File: src/rtl/input_conditioner_pkg.sv
// Shared definitions for the input conditioner: FSM state encoding and
// default sizing constants, also used by the bench to decode state_o.
package input_conditioner_pkg;

  typedef enum logic [1:0] {
    IDLE_LOW  = 2'd0,
    WAIT_HIGH = 2'd1,
    IDLE_HIGH = 2'd2,
    WAIT_LOW  = 2'd3
  } state_t;

  localparam int DEF_SYNC_STAGES     = 2;
  localparam int DEF_DEBOUNCE_CYCLES = 4;

endpackage

File: src/rtl/input_conditioner_sync.sv
// Multi-flop synchronizer for asynchronous inputs; q is the last stage.
// Shared by other lab blocks that take raw external signals.
module sync_chain #(
  parameter int STAGES = 2
) (
  input  logic clk,
  input  logic reset,
  input  logic d,
  output logic q
);

  logic [STAGES-1:0] r_chain;

  always_ff @(posedge clk or posedge reset) begin
    if (reset) begin
      r_chain <= '0;
    end else begin
      r_chain <= {r_chain[STAGES-2:0], d};
    end
  end

  assign q = r_chain[STAGES-1];

endmodule

File: src/rtl/input_conditioner.sv
// Synchronizes and debounces a raw button, producing a clean registered
// level plus one-cycle rise/fall pulses.
module input_conditioner
  import input_conditioner_pkg::*;
#(
  parameter int SYNC_STAGES     = DEF_SYNC_STAGES,
  parameter int DEBOUNCE_CYCLES = DEF_DEBOUNCE_CYCLES
) (
  input  logic       clk,
  input  logic       reset,
  input  logic       btn_in,
  output logic       db_level,
  output logic       rise_pulse,
  output logic       fall_pulse,
  output logic [1:0] state_o
);

  localparam int                 CNT_W    = $clog2(DEBOUNCE_CYCLES + 1);
  localparam logic [CNT_W-1:0]   CNT_ONE  = CNT_W'(1);
  localparam logic [CNT_W-1:0]   CNT_LAST = CNT_W'(DEBOUNCE_CYCLES - 1);

  logic             w_btnS;
  state_t           r_state, w_nextState;
  logic [CNT_W-1:0] r_cnt, w_nextCnt;
  logic             r_level, w_nextLevel;
  logic             r_rise, w_rise;
  logic             r_fall, w_fall;

  sync_chain #(
    .STAGES (SYNC_STAGES)
  ) u_sync (
    .clk   (clk),
    .reset (reset),
    .d     (btn_in),
    .q     (w_btnS)
  );

  always_ff @(posedge clk or posedge reset) begin
    if (reset) begin
      r_state <= IDLE_LOW;
      r_cnt   <= '0;
      r_level <= 1'b0;
      r_rise  <= 1'b0;
      r_fall  <= 1'b0;
    end else begin
      r_state <= w_nextState;
      r_cnt   <= w_nextCnt;
      r_level <= w_nextLevel;
      r_rise  <= w_rise;
      r_fall  <= w_fall;
    end
  end

  // The counter holds how many consecutive opposite-level samples were seen;
  // the sample that reaches DEBOUNCE_CYCLES commits the new level.
  always_comb begin
    w_nextState = r_state;
    w_nextCnt   = r_cnt;
    w_nextLevel = r_level;
    w_rise      = 1'b0;
    w_fall      = 1'b0;
    case (r_state)
      IDLE_LOW: begin
        if (w_btnS) begin
          w_nextState = WAIT_HIGH;
          w_nextCnt   = CNT_ONE;
        end else begin
          w_nextCnt   = '0;
        end
      end
      WAIT_HIGH: begin
        if (!w_btnS) begin
          w_nextState = IDLE_LOW;
          w_nextCnt   = '0;
        end else if (r_cnt == CNT_LAST) begin
          w_nextState = IDLE_HIGH;
          w_nextCnt   = '0;
          w_nextLevel = 1'b1;
          w_rise      = 1'b1;
        end else begin
          w_nextCnt   = r_cnt + CNT_ONE;
        end
      end
      IDLE_HIGH: begin
        if (!w_btnS) begin
          w_nextState = WAIT_LOW;
          w_nextCnt   = CNT_ONE;
        end else begin
          w_nextCnt   = '0;
        end
      end
      WAIT_LOW: begin
        if (w_btnS) begin
          w_nextState = IDLE_HIGH;
          w_nextCnt   = '0;
        end else if (r_cnt == CNT_LAST) begin
          w_nextState = IDLE_LOW;
          w_nextCnt   = '0;
          w_nextLevel = 1'b0;
          w_fall      = 1'b1;
        end else begin
          w_nextCnt   = r_cnt + CNT_ONE;
        end
      end
      default: begin
        w_nextState = IDLE_LOW;
        w_nextCnt   = '0;
      end
    endcase
  end

  assign db_level   = r_level;
  assign rise_pulse = r_rise;
  assign fall_pulse = r_fall;
  assign state_o    = r_state;

endmodule

File: config.mk
export PLATFORM = sky130hd
export DESIGN_NAME = input_conditioner
export DESIGN_NICKNAME = d
export VERILOG_FILES = /design/src/rtl/input_conditioner_pkg.sv /design/src/rtl/input_conditioner_sync.sv /design/src/rtl/input_conditioner.sv
export SDC_FILE = /design/constraint.sdc
export NUM_CORES = 1
export LEC_CHECK = 0
export CORE_AREA = 2 2 39 41
export DETAILED_ROUTE_END_ITERATION = 16
export DIE_AREA = 0 0 41 43
export GPL_TIMING_DRIVEN = 0
export PLACE_DENSITY = 0.51
export SETUP_SLACK_MARGIN = 0.2
export SLEW_MARGIN = 20
export SYNTH_ARGS = -nofsm -noshare
export SYNTH_HDL_FRONTEND = slang
export SYNTH_SLANG_ARGS = --single-unit
File: constraint.sdc
create_clock -name clk -period 1.09 [get_ports clk]
set_input_delay 0.1635 -clock clk [delete_from_list [all_inputs] [get_ports clk]]
set_output_delay 0.1635 -clock clk [all_outputs]
set_load 0.01 [all_outputs]
**Word-level counts from Yosys, hierarchy flattened**

Cells that the tools add are included.

- Register bits after elaboration: 10
- Output and inout port bits: 5
- Word-level logic and storage cells: 46

- $add $sub $neg: 1
- Reductions and logical operators: 4
- Multiplexer cells: 23
- Equal/unequal tests: 12

Operator list:

| cell | number |
|---|---|
| $mux 2 | 6 |
| $pmux 3 s4 | 1 |
| $mux 1 | 11 |
| $mux 3 | 3 |
| $ne 2x2->1 const B | 4 |
| $pmux 2 s4 | 1 |
| $reduce_and 5->1 | 1 |
| $eq 2x2->1 const B | 2 |
| $ne 2x1->1 const B | 2 |
| $reduce_and 4->1 | 1 |
| $add 3x1->3 const B | 1 |
| $eq 3x2->1 const B | 1 |
| $ne 3x2->1 const B | 1 |
| $ne 3x3->1 const B | 1 |
| $eq 2x1->1 const B | 1 |
| $logic_not 2->1 | 1 |
| $pmux 1 s2 | 1 |
| $reduce_bool 2->1 | 1 |

**Longest topological paths before layout**

- Depth after elaboration: 4
- Mapped depth: 4
- Mapped depth without buffers: 4

**Hierarchy**

A second synthesis with hierarchy kept.

- Cells, all modules: 28
- Area, all modules: 385.4 um^2

Modules (own cells, without submodules):

| module | area an instance (um^2) | cells each | instances |
|---|---|---|---|
| input_conditioner | 331.6 | 25 | 1 |
| sync_chain | 53.8 | 3 | 1 |

**Worst setup path before layout**

OpenSTA, ideal clock, no wires.

- Kind: flip-flop to flip-flop
- Start: register r_cnt[0]
- End: register (tool-made name)
- Setup time: 0.125 ns
- Setup slack: -0.092 ns
- Arrival: 1.057 ns
- Clock period less this slack: 1.182 ns
- Data required time: 0.965 ns
- Path buffers: 0
- Cell stages (with the launch flop): 4
- Cell sequence: dfrtp_1 -> ha_1 -> nand3b_1 -> mux2_2

RTL lines:

| what | RTL line | source |
|---|---|---|
| start, declared | input_conditioner.sv:24 | `logic [CNT_W-1:0] r_cnt, w_nextCnt;` |
| start signal, assigned | input_conditioner.sv:47 | `r_cnt <= w_nextCnt;` |

==> results <==
## metrics by stage
step                hold slack, ns  std cells  util [%]  setup slack, ns  setup TNS (ns)
finish                       0.177         63      42.2          -0.0913          -0.327
global route                 0.194         63      42.2           -0.148          -0.891
CTS                          0.188         59      39.2          -0.0808          -0.136
detailed placement           0.348         50      34.5           -0.106          -0.219
global placement             0.338         50      34.5           -0.102          -0.174
floorplan                  0.00368         27         -          -0.0269         -0.0269
## where the power goes
group          switching, W  leakage, nW  internal [W]
clock              0.000111       0.0138      0.000127
combinational      0.000216        0.140      0.000338
sequential        0.0000557        0.124      0.000452
## layer usage
layer / track usage (%) / vias up / share of wire [%]
met3: 3.14 / 0 / 6.2
met1: 13.2 / 127 / 44
met2: 14.7 / 6 / 50
met5: 0 / - / 0
li1: - / 131 / -
met4: 8.00 / 0 / 0
## area by class of cell
type                            count  area share, %
Tap cell                           16           3.43
Timing Repair Buffer               17           21.8
Inverter                            1          0.642
Sequential cell                    10           42.8
Clock buffer                        3           3.85
Multi-Input combinational cell     16           27.4
## state kept, by name (all words and copies together) (netlist names), named ones only
register	cells
db_level	1
fall_pulse	1
r_cnt	3
rise_pulse	1
state_o	1
u_sync.r_chain	2
## cells in the final DEF (no fill, tap or decap), drive strengths merged
cell / n
and2b: 1
clkdlybuf4s50: 2
a31oi: 1
dfrtp: 10
xor2: 1
ha: 1
inv: 1
nand3b: 1
and2: 2
o21ai: 3
nand2: 1
clkbuf: 3
mux2: 1
nor3b: 4
buf: 15
## final timing paths
check,startpoint,to
min in group clk,btn_in,u_sync.r_chain[0]
min,reset,state_o[0]
min reg2reg,u_sync.r_chain[0],u_sync.r_chain[1]
max in group asynchronous,reset,db_level
max reg2reg,r_cnt[0],flop
max,r_cnt[0],flop
## kinds of logic after synthesis
family	count (synthesis)	share of synthesized area, %
AO/OA/AOI/OAI	4	5.57
XOR/XNOR	1	2.30
adder cells (fa/ha/maj)	1	3.28
buffers and inverters	1	0.983
flip-flops	10	65.6
multiplexers	1	2.95
AND/OR/NAND/NOR	9	19.3
## repair_timing
| action | in CTS | in global routing |
|---|---|---|
| pin swaps | 2 | 2 |
| setup buffers | 6 | 4 |
| resized for setup | 25 | 6 |
| setup endpoints to repair | 13 | 13 |
==> impl_metrics.toml <==
[cells_and_area]
antenna_cells = 0
finalNetCount = 53
synthToLayoutAreaGrowth_pct = 53.1
fin_area_um2 = 584
multi_input_area_um2 = 160
fillerInstances = 135
seqCellArea_um2 = 250
drive_above_1_share_pct = 63.8

[synth]
syn-cell-area_um2 = 382
synth_area_leaders = "dfrtp_1, nor3b_2, o21ai_0"
synthCells = 27
synth_fp_nets = 31
async_reset_ff_share_pct = 100
synth_flop_cell = "dfrtp_1"
synth-seq-area-share_pct = 65.6
synth-seq-cells = 10
yosys_warnings = 0
synth_top_area_share_pct = 65.6
synth_top_cells_by_count = "dfrtp_1, o21ai_0, and2_2, nor3b_1, nor3b_2"
syn_area_per_cell_um2 = 14.1
synth_edf_count = 0
yosysTopAreaCell = "dfrtp_1"
netlist-cell-type-count = 13
synth.most_common_cell = "dfrtp_1"

[timing]
clock_skew_ns = 0.00110
period_share_pct = 108
timing.fmax_ghz = 0.847
grt_setup_unrepaired = "yes"
slew_headroom_pct = 75.1
worst_slew_pin_slew_ns = 0.374
fin_crit_ns = 1.18
finalWorstSetupSlack_ns = -0.0913
setup_viol = 7
finalHoldViolations = 0
slew_violations = 0

[routing]
wl_um = 699
vias = 264
ant_nets = 0
drtPass1Iterations = 1
wl_per_cell_um = 11.1
drc = 0
vias_per_cell = 4.19
drtIter0Drc = 0

[cts]
cts_hold_buf = 0
root_buffer = "clkbuf_4"
clk_pin_slew_ns = 0.06
h-tree-depth = 1
worstSkewPairLatency_ns = 0.25
numCtsBuffers = 3
cts_tree = "built"
cts_sinks = 10
clockBufferDepth = 2

[critical_path]
crit_path_cell_trace = "ha_2 -> nand3b_1 -> mux2_4"
cp_max_fo = 4
cp_top_family = "flip-flops"
worst-setup-path-type = "flop to flop"
path_buf_inv = 0
cp-start-kind = "flop"
crit_cells = 3
reg2reg_depth = 3
max_stage_delay_ns = 0.38
crit_slowest_cell = "dfrtp_1"
r2r_setup_slack_ns = -0.09
cp-end-kind = "flop"
required_ns = 1.23
critPathArrivalTime_ns = 1.32

[place]
gp_congestion = 0.678
place_area_um2 = 478
hpwl_um = 451
port_buffers = 7

[power_and_ir_drop]
totalPowerFinal_w = 0.00130
vdd_drop_max_uv = 768
leakagePower_nw = 0.278
power_density_mw_per_mm2 = 2220

[floorplanning]
die-area_mm2 = 0.00176
boundaryPins = 8
die-height_um = 43
start_util_pct = 27.6
core_mm2 = 0.00138
num_rows = 14
die_x_um = 41

[global_route]
antenna_found_initial = 0
grt-ovfl-total = 0
grt_pass1_vias = 301
grt_max_degree = 11
grt_usage_pct = 10.6
grt_pass1_wl_um = 1230

[worst_hold_path]
hp-class = "input pin to asynchronous set/reset pin"

[job]
maxCapViolCount = 0

[run_status]
status = "complete, but fails checks"
violations = "negative setup slack"
Note: power is estimated with default switching activity, not from simulation.
